--- src/rtl/fwd_scoreboard.sv ---
// fwd_scoreboard: GP operand forwarding scoreboard.
// Tracks in-flight write descriptors for NSTAGE result stages, forwards the
// youngest ready producer to each of NRD read ports, and stalls decode when
// a producer's result is not yet available (load-use hazard). A one-entry
// retire buffer covers the register-file write/read gap.
// Optional statistics counters are built when FORWARD_STATS_EN is defined;
// otherwise or_stall_cnt and or_fwd_cnt are tied to zero.
module fwd_scoreboard #(
  parameter int DATA_W = 24,
  parameter int IDX_W  = 4,
  parameter int NSTAGE = 3,
  parameter int NRD    = 2,
  parameter int LAT_W  = 2
) (
  input  logic                     iw_clk,
  input  logic                     iw_rst,
  input  logic                     iw_hold,
  input  logic                     iw_flush,
  input  logic                     iw_issue_valid,
  input  logic                     iw_issue_we,
  input  logic [IDX_W-1:0]         iw_issue_tgt,
  input  logic [LAT_W-1:0]         iw_issue_lat,
  input  logic [NRD-1:0]           iw_rd_en,
  input  logic [NRD*IDX_W-1:0]     iw_rd_idx,
  input  logic [NRD*DATA_W-1:0]    iw_rf_data,
  input  logic [NSTAGE*DATA_W-1:0] iw_stage_result,
  output logic [NRD*DATA_W-1:0]    or_rd_val,
  output logic                     or_stall,
  output logic                     or_issue_ack,
  output logic [31:0]              or_stall_cnt,
  output logic [31:0]              or_fwd_cnt
);

  localparam logic [LAT_W:0]   NSTAGE_L = (LAT_W+1)'(NSTAGE);
  localparam logic [LAT_W-1:0] LAST_LAT = LAT_W'(NSTAGE - 1);

  // Descriptor pipeline, stage 0 is the youngest
  logic [NSTAGE-1:0] v_q;
  logic [NSTAGE-1:0] we_q;
  logic [IDX_W-1:0]  tgt_q [NSTAGE];
  logic [LAT_W-1:0]  lat_q [NSTAGE];

  // Retire buffer holding the value that just left the last stage
  logic              rv_q;
  logic [IDX_W-1:0]  rtgt_q;
  logic [DATA_W-1:0] rval_q;

  logic [NRD-1:0]    port_found;
  logic [NRD-1:0]    port_pending;
  logic [NRD-1:0]    port_hit;
  logic [LAT_W-1:0]  issue_lat_c;

  // A latency beyond the last tracked stage means "valid at the last stage"
  assign issue_lat_c = ({1'b0, iw_issue_lat} >= NSTAGE_L) ? LAST_LAT : iw_issue_lat;

  // Per-port lookup: youngest matching stage wins, then retire buffer, then RF
  always_comb begin
    or_rd_val    = iw_rf_data;
    port_found   = '0;
    port_pending = '0;
    port_hit     = '0;
    for (int p = 0; p < NRD; p++) begin
      for (int s = 0; s < NSTAGE; s++) begin
        if (!port_found[p] && v_q[s] && we_q[s] &&
            (tgt_q[s] == iw_rd_idx[p*IDX_W +: IDX_W])) begin
          port_found[p] = 1'b1;
          or_rd_val[p*DATA_W +: DATA_W] = iw_stage_result[s*DATA_W +: DATA_W];
          if (LAT_W'(s) < lat_q[s]) begin
            port_pending[p] = 1'b1;
          end else begin
            port_hit[p] = 1'b1;
          end
        end
      end
      if (!port_found[p] && rv_q && (rtgt_q == iw_rd_idx[p*IDX_W +: IDX_W])) begin
        or_rd_val[p*DATA_W +: DATA_W] = rval_q;
        port_hit[p] = 1'b1;
      end
    end
  end

  // Only enabled ports waiting on a not-yet-ready producer hold decode
  assign or_stall     = |(iw_rd_en & port_pending);
  assign or_issue_ack = iw_issue_valid & ~or_stall & ~iw_flush & ~iw_hold;

  // Advance descriptors and retire buffer unless the back end is held
  always_ff @(posedge iw_clk or posedge iw_rst) begin
    if (iw_rst) begin
      v_q    <= '0;
      we_q   <= '0;
      for (int s = 0; s < NSTAGE; s++) begin
        tgt_q[s] <= '0;
        lat_q[s] <= '0;
      end
      rv_q   <= 1'b0;
      rtgt_q <= '0;
      rval_q <= '0;
    end else if (!iw_hold) begin
      v_q[0]   <= or_issue_ack;
      we_q[0]  <= iw_issue_we;
      tgt_q[0] <= iw_issue_tgt;
      lat_q[0] <= issue_lat_c;
      for (int s = 1; s < NSTAGE; s++) begin
        v_q[s]   <= v_q[s-1];
        we_q[s]  <= we_q[s-1];
        tgt_q[s] <= tgt_q[s-1];
        lat_q[s] <= lat_q[s-1];
      end
      rv_q   <= v_q[NSTAGE-1] & we_q[NSTAGE-1];
      rtgt_q <= tgt_q[NSTAGE-1];
      rval_q <= iw_stage_result[(NSTAGE-1)*DATA_W +: DATA_W];
    end
  end

`ifdef FORWARD_STATS_EN
  logic [31:0] stall_cnt_q;
  logic [31:0] fwd_cnt_q;

  // Saturating stall and forward-hit statistics
  always_ff @(posedge iw_clk or posedge iw_rst) begin
    if (iw_rst) begin
      stall_cnt_q <= '0;
      fwd_cnt_q   <= '0;
    end else begin
      if (!iw_hold && or_stall && (stall_cnt_q != 32'hFFFF_FFFF)) begin
        stall_cnt_q <= stall_cnt_q + 32'd1;
      end
      if ((|(iw_rd_en & port_hit)) && (fwd_cnt_q != 32'hFFFF_FFFF)) begin
        fwd_cnt_q <= fwd_cnt_q + 32'd1;
      end
    end
  end

  assign or_stall_cnt = stall_cnt_q;
  assign or_fwd_cnt   = fwd_cnt_q;
`else
  logic unused_hit;

  assign unused_hit   = ^port_hit;
  assign or_stall_cnt = 32'd0;
  assign or_fwd_cnt   = 32'd0;
`endif

endmodule

--- config.mk ---
export PLATFORM = sky130hd
export DESIGN_NAME = fwd_scoreboard
export DESIGN_NICKNAME = d
export VERILOG_FILES = /design/src/rtl/fwd_scoreboard.sv
export SDC_FILE = /design/constraint.sdc
export NUM_CORES = 1
export LEC_CHECK = 0
export BUFFER_PORTS_ARGS = -buffer_cell sky130_fd_sc_hd__buf_2
export CAP_MARGIN = 20
export CORE_MARGIN = 2
export CORE_UTILIZATION = 40
export DETAILED_ROUTE_END_ITERATION = 8
export PLACE_DENSITY_LB_ADDON = 0.2
export SLEW_MARGIN = 20
export SYNTH_ARGS = -nofsm -noshare
export SYNTH_HDL_FRONTEND = slang
export SYNTH_SLANG_ARGS = --single-unit
--- constraint.sdc ---
create_clock -name iw_clk -period 1.8 [get_ports iw_clk]
set_input_delay 0.09 -clock iw_clk [delete_from_list [all_inputs] [get_ports iw_clk]]
set_output_delay 0.09 -clock iw_clk [all_outputs]
set_load 0.02 [all_outputs]
==> results.sh, run 1 <==
export IMPL_comb_power_share_pct=41.4
export IMPL_regToRegEndpoint="v_q[0]"
export IMPL_h_tree_level_count=2
export IMPL_worst_endpoint_arrival_ns=2.41
export IMPL_r2r_setup_slack_ns=-0.43
export IMPL_final_critical_path_setup_slack_ns=-0.702
export IMPL_timing_final_setup_violations=51
export IMPL_post_synth_top_count_cell="buf_4"
export IMPL_floorplan_die_area_um2=12700
export IMPL_grt_max_degree=58
export IMPL_power_share_switching_pct=34.8
export IMPL_io_pins=256
export IMPL_fin_area_um2=7410
export IMPL_netlist_cell_type_count=40
export IMPL_via_count_of_the_first_global_routing_pass=4880
export IMPL_area_delta_synth_final_pct=57.4
export IMPL_relSlewSlack_pct=63.1
export IMPL_synth_top_area_share_pct=28.2
export IMPL_grt_antenna_before_repair=0
export IMPL_drtIter0Drc=415
export IMPL_port_buffers=191
export IMPL_cts_buffers=5
export IMPL_asyncSetResetFlopFracSynth_pct=100
export IMPL_critPathMaxFanout=6
export IMPL_post_route_drc_count=0
export IMPL_power_report_internal_total_w=0.00286
export IMPL_synth_seq_area_share_pct=28.2
export IMPL_initial_core_util_pct=41.1
export IMPL_status="complete, but fails checks"
export IMPL_reg2reg_from="tgt_q[4]"
export IMPL_final_setup_skew_ns=0.00594
export IMPL_routed_wire_length_um=17300
export IMPL_hold_path_endpoint="lat_q[4]"
export IMPL_dieWidth_um=113
export IMPL_multi_input_comb_area_um2=3470
export IMPL_worstHoldPathCells=2
export IMPL_final_critical_delay_including_setup_and_external_delays_ns=2.50
export IMPL_regArea_um2=1330
export IMPL_reg2reg_depth=9
export IMPL_finalMaxSlewViolations=0
export IMPL_clockRootBuffer="clkbuf_16"
export IMPL_timing_critical_path_from_type="flip-flop"
export IMPL_netSwitchingPower_w=0.00153
export IMPL_netlist_top_cell_by_area="dfrtp_1"
export IMPL_floorplan_rows=39
export IMPL_core_area_um2=11500
export IMPL_final_antenna_net_count=0
export IMPL_synth_commonest_cells="buf_4, dfrtp_1, mux2_2, nand2_1, o21ai_0"
export IMPL_clockBufferDepth=2
export IMPL_gr_total_overflow=0
export IMPL_max_slew_worst_pin_slew_ns=0.553
export IMPL_globalRouteTotalUtil_pct=25.8
export IMPL_totalNegativeSetupSlack_ns=-32.55
export IMPL_via_cell_ratio=5.35
export IMPL_drtPass1Iterations=5
export IMPL_violations="negative setup slack"
export IMPL_synth_warnings=0
export IMPL_hold_start="iw_issue_lat[1]"
export IMPL_leakage_power_total_nw=3.43
export IMPL_tritoncts_clock_tree="done"
export IMPL_globalplace_congestion=0.995
export IMPL_critical_path_required_ns=1.71
export IMPL_hold_viol=0
export IMPL_nets=941
export IMPL_pwr_density_cell_nw_per_um2=592
export IMPL_ir_worst_vdd_mv=0.506
export IMPL_worst_setup_hold_path_clk_slew_ns=0.07
export IMPL_hp_class="primary input to flip-flop"
export IMPL_synthFlopType="dfrtp_1"
export IMPL_fmax_mhz=400
export IMPL_insertedDiodeCount=0
export IMPL_post_route_period_util_pct=139
export IMPL_cts_sinks=53
export IMPL_avgRoutedWirePerCell_um=18.3
export IMPL_synth_top_cells_by_area="dfrtp_1, mux2_2, buf_4"
export IMPL_drive_above_1_share_pct=56.1
export IMPL_post_synth_instance_area_um2=4710
export IMPL_worstSkewPairLatency_ns=0.29
export IMPL_number_of_standard_cells_after_synthesis=554
export IMPL_preCtsSetupSlack_ns=-0.495
export IMPL_max_cap_violations=0
export IMPL_rsz0062_at_grt="true"
export IMPL_num_vias=5042
export IMPL_grt_pass1_wl_um=25800
export IMPL_critical_path_class="flip-flop to output port"
export IMPL_power_share_clock_pct=24.8
export IMPL_chipHeight_um=113
export IMPL_post_dp_hpwl_um=12600
export IMPL_placedInstanceArea_um2=6400
export IMPL_syn_mean_instance_area_um2=8.50
export IMPL_end_kind="output port"
export IMPL_postSynthRegisterBits=53
export IMPL_final_fill_count=949
export IMPL_synth_edf_count=0
export IMPL_seq_pwr_share_pct=33.8
power by group through the flow:
stage               Sequential, W  Clock [W]  Combinational [W]
floorplan                 0.00149          0            0.00103
global placement          0.00148          0            0.00155
detailed placement        0.00149          0            0.00157
CTS                       0.00147    0.00111            0.00170
global route              0.00150    0.00118            0.00194
finish                    0.00148    0.00109            0.00182
flip-flops by register name (all words and copies together) (netlist names):
name / flops
v_q: 3
rv_q: 1
tgt_q: 12
lat_q: 6
rval_q: 24
rtgt_q: 4
we_q: 3
cell type report:
| cell class | instances | share of cell area (%) |
|---|---|---|
| Multi-Input combinational cell | 432 | 46.8 |
| Timing Repair Buffer | 280 | 29.2 |
| Tap cell | 143 | 2.41 |
| Clock buffer | 6 | 1.74 |
| Clock inverter | 2 | 0.523 |
| Sequential cell | 53 | 17.9 |
| Inverter | 27 | 1.37 |
timing repair:
action	4_1_cts	5_1_grt
cloned	5	4
resized for setup	84	56
endpoints found under the hold margin	23	0
endpoints found under the setup margin	51	51
pin swaps	13	13
buffers inserted	6	4
hold buffers	1	0
worst max-delay path: stages, from the launching register on:
cell      delay (ns)
dfrtp_1         0.39
xor2_1          0.15
nor4_2          0.37
nand3_2         0.20
and4bb_4        0.30
buf_12          0.15
a22oi_2         0.22
o211ai_1        0.15
buf_4           0.19
routing by layer:
metal  global-route usage [%]  routed length (um)  up-vias
met2                     45.3                8840      229
met5                        0                   0        -
met3                     3.56                1170       31
li1                         -                   -     2371
met4                     7.24                 372        0
met1                     33.1                6880     2411
kinds of logic after synthesis:
group           after synthesis  share of synthesized area [%]
other cells                   1                         0.0796
simple gates                 85                           8.82
xor+xnor                     32                           5.95
buf+inv                     132                           16.6
mux                          74                           17.1
compound gates              177                           23.3
flops                        53                           28.2
cells in the final DEF (no fill, tap or decap), drive strengths merged, types with 24 or more instances in the layout:
cell type and n:
mux2 50, a21oi 24, nor2 29, o22ai 25, o21ai 50, mux2i 24
a31oi 24, a22oi 24, o211ai 24, conb 64, dfrtp 53, buf 275
inv 27, nand2 34
per-stage QoR:
stage          hold slack [ns]  power [W]  cells  utilization (%)
4_1_cts                 0.0109    0.00429    936             61.5
5_1_grt                 0.0152    0.00462    943             64.6
3_5_place_dp             0.180    0.00306    916             55.8
6_report               0.00738    0.00439    943             64.6
2_1_floorplan            0.183    0.00252    617                -
3_3_place_gp             0.170    0.00303    916             55.8
worst max-delay path by stage:
stage / start / to / depth (start not counted)
final: tgt_q[4] / or_rd_val[7] / 8
after global routing: tgt_q[4] / or_rd_val[7] / 8
after CTS: tgt_q[4] / or_rd_val[7] / 8
after detailed placement: tgt_q[4] / v_q[0] / 8
after global placement: tgt_q[4] / v_q[0] / 8
after floorplan: tgt_q[4] / or_issue_ack / 6
(Power assumes the default switching activity.)
==> inputs of run 2 (changes only) <==
--- a/config.mk
+++ b/config.mk
@@ -5,6 +5,7 @@
 export SDC_FILE = /design/constraint.sdc
 export NUM_CORES = 1
 export LEC_CHECK = 0
+export ABC_AREA = 1
 export BUFFER_PORTS_ARGS = -buffer_cell sky130_fd_sc_hd__buf_2
 export CAP_MARGIN = 20
 export CORE_MARGIN = 2
==> results.sh, run 2 <==
export IMPL_status="complete, but fails checks"
export IMPL_violations="negative setup slack"
export IMPL_avgRoutedWirePerCell_um=17.1
export IMPL_finalMaxSlewViolations=0
export IMPL_final_critical_delay_including_setup_and_external_delays_ns=2.28
export IMPL_dieWidth_um=119
export IMPL_final_critical_path_setup_slack_ns=-0.476
export IMPL_critPathSlowestCell="dfrtp_1"
export IMPL_buf_inv_stages_crit_path=4
export IMPL_timing_critical_path_from_type="flip-flop"
export IMPL_drtIter0Drc=870
export IMPL_pwr_density_cell_nw_per_um2=461
export IMPL_drive_above_1_share_pct=46.7
export IMPL_asyncSetResetFlopFracSynth_pct=100
export IMPL_critical_path_most_common_cell="nor2_4"
export IMPL_placedInstanceArea_um2=6710
export IMPL_insertedDiodeCount=0
export IMPL_post_synth_top_count_cell="nand2_1"
export IMPL_clockBufferDepth=2
export IMPL_post_route_drc_count=0
export IMPL_syn_mean_instance_area_um2=5.92
export IMPL_grt_max_degree=84
export IMPL_critical_path_required_ns=1.71
export IMPL_relSlewSlack_pct=66.0
export IMPL_largest_reg_by_ff_count="rval_q"
export IMPL_timing_final_setup_violations=51
export IMPL_number_of_standard_cells_after_synthesis=898
export IMPL_netlist_cell_type_count=32
export IMPL_tritoncts_clock_tree="done"
export IMPL_hold_viol=0
export IMPL_nets=1308
export IMPL_via_count_of_the_first_global_routing_pass=6315
export IMPL_max_cap_violations=0
export IMPL_final_fill_count=1150
export IMPL_globalRouteTotalUtil_pct=27.7
export IMPL_clockRootBuffer="clkbuf_16"
export IMPL_synth_commonest_cells="nand2_1, nand3_1, nor2_1, buf_4, inv_1"
export IMPL_dp_cells=1281
export IMPL_critPathMaxFanout=8
export IMPL_layoutNonFillerInstCount=1343
export IMPL_floorplan_die_area_um2=14200
export IMPL_synth_top_cells_by_area="dfrtp_1, nand2_1, nand3_1"
export IMPL_netlist_top_cell_by_area="dfrtp_1"
export IMPL_hold_worst_slack_ns=0.00310
export IMPL_core_area_um2=13100
export IMPL_largest_registers="rval_q (24), tgt_q (12), lat_q (6)"
export IMPL_layout_cells_most_common="nand2_1"
export IMPL_leakage_power_total_nw=4.52
export IMPL_cts_sinks=53
export IMPL_worst_setup_hold_path_clk_slew_ns=0.08
export IMPL_critical_path_class="flip-flop to output port"
export IMPL_globalplace_congestion=0.889
export IMPL_h_tree_level_count=2
export IMPL_timing_critical_path_slowest_cell_delay_ns=0.36
export IMPL_post_synth_instance_area_um2=5320
export IMPL_grt_pass1_wl_um=31800
export IMPL_grt_antenna_before_repair=0
export IMPL_hp_class="primary input to flip-flop"
export IMPL_synthFlopType="dfrtp_1"
export IMPL_fmax_mhz=439
export IMPL_cts_buffers=5
export IMPL_worst_path_dominant_cell_family="simple AND/OR/NAND/NOR gates"
export IMPL_num_vias=7113
export IMPL_preCtsSetupSlack_ns=-0.144
export IMPL_worstPathCellList="inv_2 -> buf_6 -> o211ai_1 -> nor2_4 -> nor2_4 -> nand2_8 -> buf_12 -> nand2_1 -> a21oi_1 -> nor2_1 -> buf_4"
export IMPL_synth_warnings=0
export IMPL_gr_total_overflow=0
export IMPL_end_kind="output port"
export IMPL_ir_worst_vdd_mv=0.478
export IMPL_layout_core_utilization_pct=67.3
export IMPL_synth_edf_count=0
export IMPL_layout_common_cells="nand2_1, buf_2, nand3_1"
export IMPL_postSynthRegisterBits=53
export IMPL_floorplan_rows=42
export IMPL_routed_wire_length_um=23000
export IMPL_synth_top_area_share_pct=24.9
export IMPL_drtPass1Iterations=5
export IMPL_area_delta_synth_final_pct=66.2
export IMPL_final_antenna_net_count=0
export IMPL_post_route_period_util_pct=126
export IMPL_chipHeight_um=119
export IMPL_worst_endpoint_arrival_ns=2.19
export IMPL_rsz0062_at_grt="true"
export IMPL_fin_area_um2=8840
export IMPL_largest_register_ffs=24
export IMPL_initial_core_util_pct=40.5
export IMPL_io_pins=256
export IMPL_via_cell_ratio=5.30
export IMPL_final_setup_skew_ns=0.0112
export IMPL_port_buffers=191
export IMPL_max_slew_worst_pin_slew_ns=0.510
export IMPL_post_dp_hpwl_um=14200
export IMPL_synth_seq_area_share_pct=24.9
export IMPL_worstSkewPairLatency_ns=0.30
## run 2: final cells by class
cell class	count	area, um^2	share of cell area [%]
multi-input cells	730	4140	46.8
repair buffers	315	2750	31.1
flip-flops and latches	53	1330	15.0
inverters	61	255	2.89
well taps	176	220	2.49
clock buffers	5	125	1.42
clock inverters	3	25.0	0.283
## run 2: metal layers
| layer | track usage, % | wire [um] | share of wire (%) | up-vias |
|---|---|---|---|---|
| met5 | 0 | 0 | 0 | - |
| met1 | 35.7 | 8710 | 38 | 3302 |
| met2 | 48.6 | 11300 | 49 | 424 |
| met4 | 7.72 | 926 | 4.0 | 0 |
| met3 | 3.83 | 2020 | 8.8 | 90 |
| li1 | - | - | - | 3297 |
## run 2: tightest hold or removal path, stage by stage
cell and delay (ns):
buf_2 0.08, nand2_1 0.04, o21ai_0 0.06
## run 2: timing repair
item,CTS,global route
hold buffers,3,0
resized for setup,153,227
cloned,7,11
pin swaps,30,97
hold endpoints to repair,21,0
setup endpoints to repair,51,51
setup buffers,22,14
## run 2: final timing paths
path                       slack (ns)            start            to  depth (start not counted)
max                             -0.48         tgt_q[0]  or_rd_val[4]                         11
min                             0.003  iw_issue_tgt[2]     tgt_q[10]                          3
max reg2reg                     -0.10         tgt_q[7]        v_q[0]                         16
min reg2reg                      0.47         lat_q[2]      lat_q[0]                          2
max in group asynchronous        0.86           iw_rst      tgt_q[6]                          4
min in group asynchronous        0.36           iw_rst    rval_q[20]                          3
## run 2: logic make-up (layout without fill, tap and decap cells)
family / count (synthesis) / in the layout / share of synthesized area, %
compound gates: 95 / 95 / 9.01
simple gates: 562 / 562 / 45.7
xor+xnor: 9 / 9 / 1.62
other cells: 1 / 64 / 0.0705
buf+inv: 178 / 384 / 18.7
flops: 53 / 53 / 24.9
## run 2: per-stage QoR
stage / TNS, ns / power (W)
after detailed placement: -3.19 / 0.00265
final: -20.18 / 0.00408
after CTS: -17.43 / 0.00385
after floorplan: 0 / 0.00223
after global placement: -2.63 / 0.00264
after global routing: -24.21 / 0.00428
## run 2: where the power goes
part | internal [W] | total [W] | switching, W
registers | 0.00131 | 0.00142 | 0.000110
logic | 0.000713 | 0.00165 | 0.000936
clock network | 0.000525 | 0.00101 | 0.000486
==> inputs of run 3 (changes only) <==
--- a/config.mk
+++ b/config.mk
@@ -6,10 +6,13 @@
 export NUM_CORES = 1
 export LEC_CHECK = 0
 export ABC_AREA = 1
+export ABC_CLOCK_PERIOD_IN_PS = 1800
 export BUFFER_PORTS_ARGS = -buffer_cell sky130_fd_sc_hd__buf_2
 export CAP_MARGIN = 20
+export CELL_PAD_IN_SITES_DETAIL_PLACEMENT = 1
+export CELL_PAD_IN_SITES_GLOBAL_PLACEMENT = 2
 export CORE_MARGIN = 2
-export CORE_UTILIZATION = 40
+export CORE_UTILIZATION = 20
 export DETAILED_ROUTE_END_ITERATION = 8
 export PLACE_DENSITY_LB_ADDON = 0.2
 export SLEW_MARGIN = 20
==> results.sh, run 3 (same netlist as run 2, synthesis figures left out) <==
export IMPL_critPathMaxFanout=7
export IMPL_post_dp_hpwl_um=19600
export IMPL_critical_path_class="flip-flop to output port"
export IMPL_fmax_mhz=430
export IMPL_initial_core_util_pct=20.4
export IMPL_port_buffers=191
export IMPL_drive_above_1_share_pct=46.2
export IMPL_ir_worst_vdd_mv=0.433
export IMPL_globalplace_congestion=0.807
export IMPL_layout_common_cells="nand2_1, buf_2, nand3_1"
export IMPL_hp_class="primary input to flip-flop"
export IMPL_core_area_um2=26100
export IMPL_finalMaxSlewViolations=0
export IMPL_r2r_setup_slack_ns=-0.13
export IMPL_placedInstanceArea_um2=7100
export IMPL_post_route_drc_count=0
export IMPL_post_route_period_util_pct=129
export IMPL_drtPass1Iterations=4
export IMPL_io_pins=256
export IMPL_max_cap_violations=0
export IMPL_drtIter0Drc=267
export IMPL_clockBufferDepth=2
export IMPL_via_cell_ratio=4.42
export IMPL_final_critical_path_setup_slack_ns=-0.528
export IMPL_gr_total_overflow=0
export IMPL_num_vias=6741
export IMPL_grt_max_degree=84
export IMPL_end_kind="output port"
export IMPL_timing_final_setup_violations=51
export IMPL_pwr_density_cell_nw_per_um2=447
export IMPL_final_antenna_net_count=0
export IMPL_largest_register_ffs=24
export IMPL_status="complete, but fails checks"
export IMPL_layout_cells_most_common="nand2_1"
export IMPL_final_setup_skew_ns=0.0121
export IMPL_leakage_power_total_nw=4.66
export IMPL_via_count_of_the_first_global_routing_pass=6971
export IMPL_largest_reg_by_ff_count="rval_q"
export IMPL_reg2reg_depth=15
export IMPL_floorplan_rows=59
export IMPL_dp_cells=1459
export IMPL_nets=1331
export IMPL_grt_pass1_wl_um=39700
export IMPL_layoutNonFillerInstCount=1525
export IMPL_h_tree_level_count=2
export IMPL_avgRoutedWirePerCell_um=17.6
export IMPL_rsz0062_at_grt="true"
export IMPL_hold_viol=0
export IMPL_timing_critical_path_from_type="flip-flop"
export IMPL_violations="negative setup slack"
export IMPL_final_critical_delay_including_setup_and_external_delays_ns=2.33
export IMPL_insertedDiodeCount=0
export IMPL_cts_sinks=53
export IMPL_regToRegEndpoint="v_q[0]"
export IMPL_dieWidth_um=167
export IMPL_fin_area_um2=9270
export IMPL_clockRootBuffer="clkbuf_16"
export IMPL_worst_endpoint_arrival_ns=2.24
export IMPL_floorplan_die_area_um2=27900
export IMPL_routed_wire_length_um=26800
export IMPL_worst_setup_hold_path_clk_slew_ns=0.09
export IMPL_cts_buffers=5
export IMPL_chipHeight_um=167
export IMPL_area_delta_synth_final_pct=74.2
export IMPL_critical_path_required_ns=1.71
export IMPL_tritoncts_clock_tree="done"
export IMPL_globalRouteTotalUtil_pct=18.2
export IMPL_worstSkewPairLatency_ns=0.31
export IMPL_worstHoldPathCells=3
export IMPL_reg2reg_from="tgt_q[7]"
export IMPL_hold_start="iw_issue_tgt[0]"
export IMPL_largest_registers="rval_q (24), tgt_q (12), lat_q (6)"
export IMPL_hold_path_endpoint="tgt_q[8]"
export IMPL_grt_antenna_before_repair=1
## run 3: power breakdown
| group | leakage, nW | total [W] | switching (W) | internal [W] |
|---|---|---|---|---|
| Combinational | 3.93 | 0.00167 | 0.000955 | 0.000719 |
| Sequential | 0.656 | 0.00141 | 0.000102 | 0.00131 |
| Clock | 0.0744 | 0.00106 | 0.000530 | 0.000529 |
| Total | 4.66 | 0.00414 | 0.00159 | 0.00256 |
## run 3: worst max path at each step
stage | startpoint | endpoint | depth (start not counted)
2_1_floorplan | tgt_q[5] | or_rd_val[32] | 10
3_3_place_gp | tgt_q[11] | or_rd_val[3] | 12
3_5_place_dp | tgt_q[11] | or_rd_val[3] | 12
4_1_cts | tgt_q[10] | or_rd_val[33] | 13
5_1_grt | tgt_q[4] | or_rd_val[12] | 14
6_report | tgt_q[10] | or_rd_val[31] | 11
## run 3: timing repair
action	in CTS	in global routing
setup buffers	31	17
pin swaps	25	77
hold buffers	7	0
setup endpoints to repair	51	53
resized for setup	179	198
hold endpoints to repair	59	0
cloned	7	7
## run 3: through the flow
| step | hold slack (ns) | worst slack [ns] | setup TNS, ns | util, % | total power (W) |
|---|---|---|---|---|---|
| after floorplan | 0.200 | 0.0729 | 0 | - | 0.00223 |
| after CTS | 0.0128 | -0.527 | -23.92 | 32.2 | 0.00407 |
| after detailed placement | 0.00694 | -0.445 | -12.74 | 27.2 | 0.00274 |
| after global routing | 0.0199 | -0.651 | -30.15 | 35.6 | 0.00441 |
| final | 0.0135 | -0.528 | -23.81 | 35.6 | 0.00414 |
| after global placement | 0.0115 | -0.452 | -12.30 | 27.2 | 0.00273 |
## run 3: worst max-delay path, cell delays in order (launching register included)
cell       delay [ns]
dfrtp_1          0.41
inv_2            0.06
nand2_2          0.06
nand2_2          0.06
nor2_4           0.17
nand3_4          0.16
buf_6            0.16
nand3_4          0.11
bufbuf_16        0.28
nand2_1          0.07
a21oi_2          0.20
buf_4            0.18
## run 3: area by class of cell
class | instances | area (um^2)
inverter | 61 | 253
sequential | 53 | 1330
multi-input combinational | 730 | 4040
clock buffer | 5 | 125
tap | 335 | 419
timing repair buffer | 338 | 3070
clock inverter | 3 | 26.3
fill | 3257 | 16800
## run 3: metal layers
layer / vias up / global-route usage (%) / routed length [um]
met4: 2 / 2.96 / 411
met1: 3199 / 23.4 / 11700
met2: 175 / 32.8 / 13500
li1: 3340 / - / -
met3: 25 / 2.60 / 1240
met5: - / 0 / 13
